<file path="src/rtl/branch_pkg.sv">
// branch_pkg: shared branch condition codes, 2-bit counter type and its saturating update.
//   BEQ..BGEU : funct3 encodings of the six conditional branches
//   ctr_t     : 2-bit saturating counter, SNT/WNT/WT/ST states
//   ctr_next  : counter step toward the resolved outcome, saturating at both ends
package branch_pkg;
    localparam logic [2:0] BEQ  = 3'b000;
    localparam logic [2:0] BNE  = 3'b001;
    localparam logic [2:0] BLT  = 3'b100;
    localparam logic [2:0] BGE  = 3'b101;
    localparam logic [2:0] BLTU = 3'b110;
    localparam logic [2:0] BGEU = 3'b111;
    typedef logic [1:0] ctr_t;
    localparam ctr_t SNT = 2'b00;
    localparam ctr_t WNT = 2'b01;
    localparam ctr_t WT  = 2'b10;
    localparam ctr_t ST  = 2'b11;
    function automatic ctr_t ctr_next(input ctr_t c, input logic t);
        return t ? ((c == ST) ? ST : c + 2'b01) : ((c == SNT) ? SNT : c - 2'b01);
    endfunction
endpackage

</file>
<file path="src/rtl/branch_cmp.sv">
// branch_cmp: combinational evaluator of the conditional-branch condition.
//   sb_type      : instruction is a conditional branch
//   funct3       : condition code
//   rs1, rs2     : XLEN-wide operands
//   taken        : condition holds (0 for non-branches and reserved codes)
//   illegal      : branch with reserved funct3 (010/011)
module branch_cmp
    import branch_pkg::*;
#(
    parameter int XLEN = 32
) (
    input  logic            sb_type,
    input  logic [2:0]      funct3,
    input  logic [XLEN-1:0] rs1,
    input  logic [XLEN-1:0] rs2,
    output logic            taken,
    output logic            illegal
);
    logic base;
    // funct3[2:1] selects EQ / LT / LTU, funct3[0] inverts into NE / GE / GEU
    always_comb begin
        base    = (funct3[2:1] == BLTU[2:1]) ? (rs1 < rs2)
                : (funct3[2:1] == BLT[2:1])  ? ($signed(rs1) < $signed(rs2))
                : (rs1 == rs2);
        illegal = sb_type & (funct3[2:1] == 2'b01);
        taken   = sb_type & ~illegal & (base ^ funct3[0]);
    end
endmodule

</file>
<file path="src/rtl/branch_resolve_unit.sv">
// branch_resolve_unit: resolves conditional branches into a registered valid/ready
// result stage, flags mispredictions and trains a 2-bit branch history table.
//   clk, rst_n               : clock, asynchronous active-low reset
//   flush                    : kills the held result and blocks acceptance this cycle
//   in_valid / in_ready      : input handshake
//   sb_type, funct3          : branch flag and condition code
//   rs1_data, rs2_data       : operands
//   pc, imm, pred_taken      : branch PC, offset, fetch-time prediction
//   out_valid / out_ready    : output handshake
//   taken, next_pc           : resolved outcome and next PC
//   mispredict, illegal      : prediction miss, reserved condition code
//   lookup_pc / lookup_taken : combinational BHT lookup for fetch
module branch_resolve_unit
    import branch_pkg::*;
#(
    parameter int   XLEN      = 32,
    parameter int   BHT_DEPTH = 64,
    parameter ctr_t BHT_INIT  = WNT
) (
    input  logic            clk,
    input  logic            rst_n,
    input  logic            flush,
    input  logic            in_valid,
    output logic            in_ready,
    input  logic            sb_type,
    input  logic [2:0]      funct3,
    input  logic [XLEN-1:0] rs1_data,
    input  logic [XLEN-1:0] rs2_data,
    input  logic [XLEN-1:0] pc,
    input  logic [XLEN-1:0] imm,
    input  logic            pred_taken,
    output logic            out_valid,
    input  logic            out_ready,
    output logic            taken,
    output logic [XLEN-1:0] next_pc,
    output logic            mispredict,
    output logic            illegal,
    input  logic [XLEN-1:0] lookup_pc,
    output logic            lookup_taken
);
    localparam int IW = $clog2(BHT_DEPTH);
    ctr_t          bht [BHT_DEPTH];
    logic [IW-1:0] held_idx;
    logic          held_sb;
    logic          cmp_taken;
    logic          cmp_illegal;
    logic          accept;
    logic          train;
    logic          unused_bits;
    branch_cmp #(.XLEN(XLEN)) u_cmp (
        .sb_type (sb_type),
        .funct3  (funct3),
        .rs1     (rs1_data),
        .rs2     (rs2_data),
        .taken   (cmp_taken),
        .illegal (cmp_illegal)
    );
    assign in_ready     = ~flush & (~out_valid | out_ready);
    assign accept       = in_valid & in_ready;
    assign train        = out_valid & out_ready & held_sb & ~illegal & ~flush;
    // reads the array before this edge's write lands, so lookup sees the pre-update counter
    assign lookup_taken = bht[lookup_pc[IW+1:2]][1];
    assign unused_bits  = ^{lookup_pc[XLEN-1:IW+2], lookup_pc[1:0]};
    always_ff @(posedge clk or negedge rst_n) begin
        if (!rst_n) begin
            out_valid  <= 1'b0;
            taken      <= 1'b0;
            next_pc    <= '0;
            mispredict <= 1'b0;
            illegal    <= 1'b0;
            held_sb    <= 1'b0;
            held_idx   <= '0;
        end else if (flush) begin
            out_valid  <= 1'b0;
        end else if (accept) begin
            out_valid  <= 1'b1;
            taken      <= cmp_taken;
            next_pc    <= pc + (cmp_taken ? imm : XLEN'(4));
            mispredict <= sb_type & ~cmp_illegal & (cmp_taken ^ pred_taken);
            illegal    <= cmp_illegal;
            held_sb    <= sb_type;
            held_idx   <= pc[IW+1:2];
        end else if (out_ready) begin
            out_valid  <= 1'b0;
        end
    end
    always_ff @(posedge clk or negedge rst_n) begin
        if (!rst_n) begin
            for (int i = 0; i < BHT_DEPTH; i++) bht[i] <= BHT_INIT;
        end else if (train) begin
            bht[held_idx] <= ctr_next(bht[held_idx], taken);
        end
    end
endmodule
</file>
<file path="config.mk">
export PLATFORM = sky130hd
export DESIGN_NAME = branch_resolve_unit
export DESIGN_NICKNAME = d
export VERILOG_FILES = /design/src/rtl/branch_pkg.sv /design/src/rtl/branch_cmp.sv /design/src/rtl/branch_resolve_unit.sv
export SDC_FILE = /design/constraint.sdc
export NUM_CORES = 1
export LEC_CHECK = 0
export ABC_AREA = 1
export BUFFER_PORTS_ARGS = -buffer_cell sky130_fd_sc_hd__buf_2
export CAP_MARGIN = 20
export CORE_ASPECT_RATIO = 0.75
export CORE_MARGIN = 2
export CORE_UTILIZATION = 57
export CTS_CLUSTER_SIZE = 12
export DETAILED_ROUTE_END_ITERATION = 16
export PLACE_DENSITY = 0.81
export REMOVE_ABC_BUFFERS = 1
export SKIP_CTS_REPAIR_TIMING = 1
export SLEW_MARGIN = 20
export SYNTH_ARGS = -nofsm -noshare
export SYNTH_HDL_FRONTEND = slang
export SYNTH_SLANG_ARGS = --single-unit
</file>
<file path="constraint.sdc">
create_clock -name clk -period 3.04 [get_ports clk]
set_clock_uncertainty 0.05 [all_clocks]
set_input_delay 0.456 -clock clk [delete_from_list [all_inputs] [get_ports clk]]
set_output_delay 0.456 -clock clk [all_outputs]
set_load 0.005 [all_outputs]
</file>
-- Word-level counts from Yosys, hierarchy flattened
Index checks and enable logic that the tools add are counted.
- add/sub/neg operators: 3
- multiply operators: 0
- divide/modulo/power cells: 0
- $lt $le $gt $ge: 5
- eq/ne operators: 5
- shift-type cells: 0
- muxes and demuxes: 18
- bitwise gates (word level): 19
- reduce and logical (&&, ||, !) cells: 4
- operators with widths (cell ; number):
    $bwmux 128 ; 1
    $lt 32x32->1 ; 2
    $add 32x32->32 ; 1
    $eq 32x32->1 ; 1
    $mux 32 ; 1
    $bmux 2 s6 ; 2
    $mux 2 ; 8
    $ge 7x7->1 const B ; 2
    $not 6->7 ; 2
    $demux 2 s6 ; 1
    $and 1x1->1 ; 10
    $lt 7x1->1 const B ; 1
    $eq 2x2->1 const B ; 3
    $mux 1 ; 5
    $not 1->1 ; 4
    $reduce_bool 3->1 ; 1
    $add 2x1->2 const B ; 1
    $eq 2x1->1 const B ; 1
    $logic_not 2->1 ; 1
    $reduce_and 2->1 ; 1
    $sub 2x1->2 const B ; 1
    $xor 1x1->1 ; 2
    $logic_and 1x1->1 ; 1
    $or 1x1->1 ; 1
- register bits after elaboration: 171
- latch bits: 0
- memory bits (writable): 0
- memory bits (read-only): 0
- logic and storage cells: 125
- memories kept: 0

-- Logic depth before layout (Yosys ltp)
- depth in word-level cells: 8
- gate-level depth with buffers: 37
- mapped depth without buffers: 36

-- By module
From an unflattened synthesis, not the netlist that was laid out.
- cells, all modules: 1933
- area total of the unflattened synthesis: 12406.9 um2
- by module, submodules not included (module ; times used ; cells each ; area an instance (um2) ; sequential area each (um2)):
    branch_resolve_unit ; 1 ; 1772 ; 11448.5 ; 4359.2
    branch_cmp ; 1 ; 161 ; 958.4 ; 0.0

-- Worst setup path after synthesis
OpenSTA, ideal clock, no wires.
- kind: input to register
- start point: input port rs2_data[31]
- end point: register next_pc[27]
- library setup time: 0.118 ns
- arrival: 4.214 ns
- data required time: 2.872 ns
- path slack: -1.342 ns
- stages: 29
- path buffers: 1
- cells stage by stage: inv_1 > ha_1 > a21oi_1 > o21a_1 > nand2_1 > a21oi_1 > nand2_1 > a21oi_1 > nand3_1 > nand2_1 > inv_1 > nor2_1 > inv_1 > clkbuf_1 > or2_2 > ha_1 > a21oi_1 > nand2_1 > nand2_1 > nand2_1 > a21oi_1 > o21ai_0 > nand2_1 > nand2_1 > a21oi_1 > o21ai_0 > or2_2 > nand3_1 > nand2_1
- longest elaborated chain between the ends: 7
- elaborated cells on any way between the ends: 9
- classes of those cells: add/sub: 1; order compare: 2; eq/ne: 1; mux: 3; bitwise: 2
- RTL lines (what ; line ; RTL):
    from (decl) ; branch_resolve_unit.sv:28 ; input logic [XLEN-1:0] rs2_data,
    $lt 32x32->1 or $eq 32x32->1 (tied branches) ; branch_cmp.sv:23, branch_cmp.sv:24 ;
    $mux 1 ; branch_cmp.sv:23 ; : (funct3[2:1] == BLT[2:1]) ? ($signed(rs1) < $signed(rs2))
    $mux 1 * ; branch_cmp.sv:22 ; base = (funct3[2:1] == BLTU[2:1]) ? (rs1 < rs2)
    $xor 1x1->1 * ; branch_cmp.sv:26 ; taken = sb_type & ~illegal & (base ^ funct3[0]);
    $and 1x1->1 * ; branch_cmp.sv:26 ;
    $mux 32 * ; branch_resolve_unit.sv:78 ; next_pc <= pc + (cmp_taken ? imm : XLEN'(4));
    $add 32x32->32 * ; branch_resolve_unit.sv:78 ;
    to (signal assigned) ; branch_resolve_unit.sv:78 ;
    to (decl) ; branch_resolve_unit.sv:35 ; output logic [XLEN-1:0] next_pc,
Every way passes the cells marked *; elsewhere a longest branch is shown, timed or not.
A chain may end at the register's enable or synchronous reset.

-- Final worst setup path
- start point: input port rs2_data[10]
- end point: register next_pc[31]
Same word-level chain as after synthesis.

==> out/results.tsv <==
stage	metric	value	unit
route	Vias	12720	
critical_path	critical path type	in2reg	
yosys	Cell variety after synth	53	
critical_path	Reg2Reg Launch Point	held_idx[1]	
route	TritonRoute pass-1 iters	6	
sta	FMAX	246.8	MHz
final_layout	Antenna diodes	0	
critical_path	worst r2r dst	bht[85]	
yosys	post-synth top area cell	dfrtp_1	
die	Ports	208	
final_layout	# fillers	1378	
grt	GRT Residual Overflow	0	
critical_path	Worst Path Required	3.31	ns
critical_path	worst reg2reg setup slack	0.17	ns
yosys	register area share after synthesis	0.3772	
yosys	Warnings, synthesis	0	
die	Cell Rows	45	
sta	setup TNS	-21.96	ns
sta	Hold Worst Slack	0.1465	ns
critical_path	WP data arrival	4.32	ns
route	drt total wl	40240	µm
die	initial core utilization	0.5765	
grt	first-pass GRT wire length	57770	µm
critical_path	worst reg2reg path depth	13	
placed_design	placed cell area	0.01362	mm²
final_layout	layout net count	2110	
grt	initial antenna violation count	0	
final_layout	final core occ	0.7547	
sta	final setup fails	30	
grt	pin count of the biggest net entering global routing	65	
yosys	most area-consuming cells after synthesis	dfrtp_1 (23%), dfstp_2 (15%), nand2_1 (12%)	
yosys	Cells after Synth	1573	
route	WL/cell	18.74	µm
run_status	status	finished, violations left	
die	die height	127.3	µm
final_layout	layout cells sized above 1	0.3319	
die	die area	0.02144	mm²
clocking	CTS Root Cell	clkbuf_16	
grt	vias in the first global route	11650	
clocking	htree depth	4	
critical_path	crit-path max FO	9	
clocking	worst skew pair latency	0.44	ns
critical_path	Worst setup EP type	register	
worst_hold_path	worst hold stages	2	
route	Initial DRC Count	1411	
yosys	Synth Register Bits	171	
worst_hold_path	min-delay src	flush	
yosys	ys flop type	dfrtp_1	
sta	Final WS setup	-1.012	ns
critical_path	Crit path top cell by count	nand2_2	
clocking	CTS Sinks	171	
die	placeable core region	0.02004	mm²
sta	final hold vios	0	
placed_design	Placed Cells	2099	
die	Die Width	168.4	µm
power_and_ir_drop	Pwr per Cell Area	482.1	mW/mm²
final_layout	area grow syn2layout	30.91	%
sta	Final min period	4.052	ns
sta	RSZ-0062 raised after global routing	yes	
run	maxcap violations	0	
route	DRC	0	
placed_design	placer congestion estimate	0.9924	
sta	Slew @ Worst Pin	0.7326	ns
clocking	total CTS buffers	17	
yosys	post-synth top area share	0.2317	
placed_design	hpwl dp	25970	µm
clocking	Max Buffers Root-to-Sink	2	
worst_hold_path	WHS Endpoint	out_valid	
sta	final slew viol count	0	
clocking	Clk pin slew, worst setup/hold paths	0.07	ns
power_and_ir_drop	P_leak	7.551	nW
final_layout	Post-Layout Cell Count	2147	
clocking	TritonCTS clock tree	built	
yosys	number of flops mapped to enable cells by yosys	0	
final_layout	final non-filler cell area	0.01513	mm²
yosys	asr flop ratio synth	1.000	
power_and_ir_drop	PnR Total Power	7.293	mW
placed_design	Port Buffers	181	
route	Post-DRT Antenna Nets	0	
power_and_ir_drop	VDD IR-drop max	0.0003191	V
sta	post-route clock period utilization	1.333	
route	post-DR vias/cell	5.924	
critical_path	critical path startpoint category	input port	
placed_design	DP Worst Slack	-1.626	ns
yosys	Mean Syn Cell Area	7.347	µm²
grt	Total Routing Usage GR	0.3396	
sta	slew margin rel.	0.5116	
critical_path	crit-path max cell delay	0.33	ns
worst_hold_path	HP Class	in2reg	
yosys	synthesized area	0.01156	mm²
run_status	failing checks	setup timing	
critical_path	Critical-path top delay cell	ha_1	
==> final cells by class <==
class                   count  area, µm²  area share
clock buffers              19      452.9     0.02994
clock inverters            13      128.9    0.008519
inverters                 244      925.9     0.06120
multi-input cells        1101       6706      0.4433
flip-flops and latches    171       4363      0.2884
well taps                 258      322.8     0.02134
repair buffers            341       2228      0.1473
==> where the power goes <==
part / switching, mW / internal, mW
Clock: 1.04 / 1.20
Combinational: 1.58 / 0.887
Sequential: 0.128 / 2.46
Total: 2.75 / 4.55
==> placed cells by master (no fill, tap or decap), drive strengths merged, types with 3 or more instances in the layout <==
cell    Yosys  layout
nor3       73      73
o31ai       3       3
nand2     379     379
a21oi      80      80
a221oi     18      18
clkinv      1       6
buf        30     339
a31oi      14      14
o311ai      3       3
o21ai     187     187
o211ai      4       4
nor2      103     103
o21a        5       5
xnor2       8       8
inv       243     250
nand4      19      19
o221ai      3       3
ha         63      63
a21o        4       4
clkbuf     27      20
nor4        3       3
xor2       10      10
dfrtp     107     107
a22oi      12      12
dfstp      64      64
or2        11      11
o22ai      14      14
a211oi      4       4
nand3      73      73
==> sequential cells by signal, summed over array words and instances, names as in the netlist <==
register and cells:
bht 128, held_idx 6, held_sb 1, illegal 1
mispredict 1, next_pc 32, out_valid 1, taken 1
==> cell families after synthesis <==
logic type / count (synthesis) / synth area share
flip-flops: 171 / 0.3772
AO/OA/AOI/OAI: 356 / 0.1807
XOR/XNOR: 18 / 0.01364
AND/OR/NAND/NOR: 663 / 0.2514
buffers and inverters: 301 / 0.1071
adder cells (fa/ha/maj): 64 / 0.06994
==> per-layer routing <==
layer | vias up | wire length [µm] | global-route usage
met5 | - | 0 | 0
met4 | 0 | 1976 | 0.1247
met3 | 194 | 4667 | 0.08240
met2 | 846 | 18200 | 0.5384
met1 | 5875 | 15400 | 0.4566
li1 | 5804 | - | -
==> worst max path at each step <==
stage / start / end / depth (start not counted) / slack, ns
detailed placement: rs2_data[31] / next_pc[27] / 29 / -1.63
CTS: rs2_data[31] / next_pc[27] / 29 / -1.20
finish: rs2_data[10] / next_pc[31] / 35 / -1.01
floorplan: rs2_data[31] / next_pc[27] / 28 / -1.47
global placement: rs2_data[31] / next_pc[25] / 28 / -1.48
global route: rs2_data[10] / next_pc[31] / 35 / -1.19
==> cell usage after synthesis (all sizes together) (2+ instances only) <==
master	number
dfrtp	107
o22ai	14
nand3b	2
o31ai	3
or2	11
o221ai	3
clkbuf	27
buf	30
nor4	3
a31oi	14
xor2	10
xnor2	8
o21a	5
a21o	4
o211ai	4
inv	243
nand3	73
nand2	379
o2111ai	2
o311ai	3
ha	63
a211oi	4
nor2	103
dfstp	64
a221oi	18
o21ai	187
nand4	19
nor3	73
a22oi	12
a21oi	80
==> worst max-delay path: cells and delay by family <==
kind                     cells  cell delay [ns]
buffers and inverters       11             1.12
AND/OR/NAND/NOR             21             2.06
adder cells (fa/ha/maj)      2             0.63
AO/OA/AOI/OAI                1             0.04
Power figures use the tool's default switching activity.
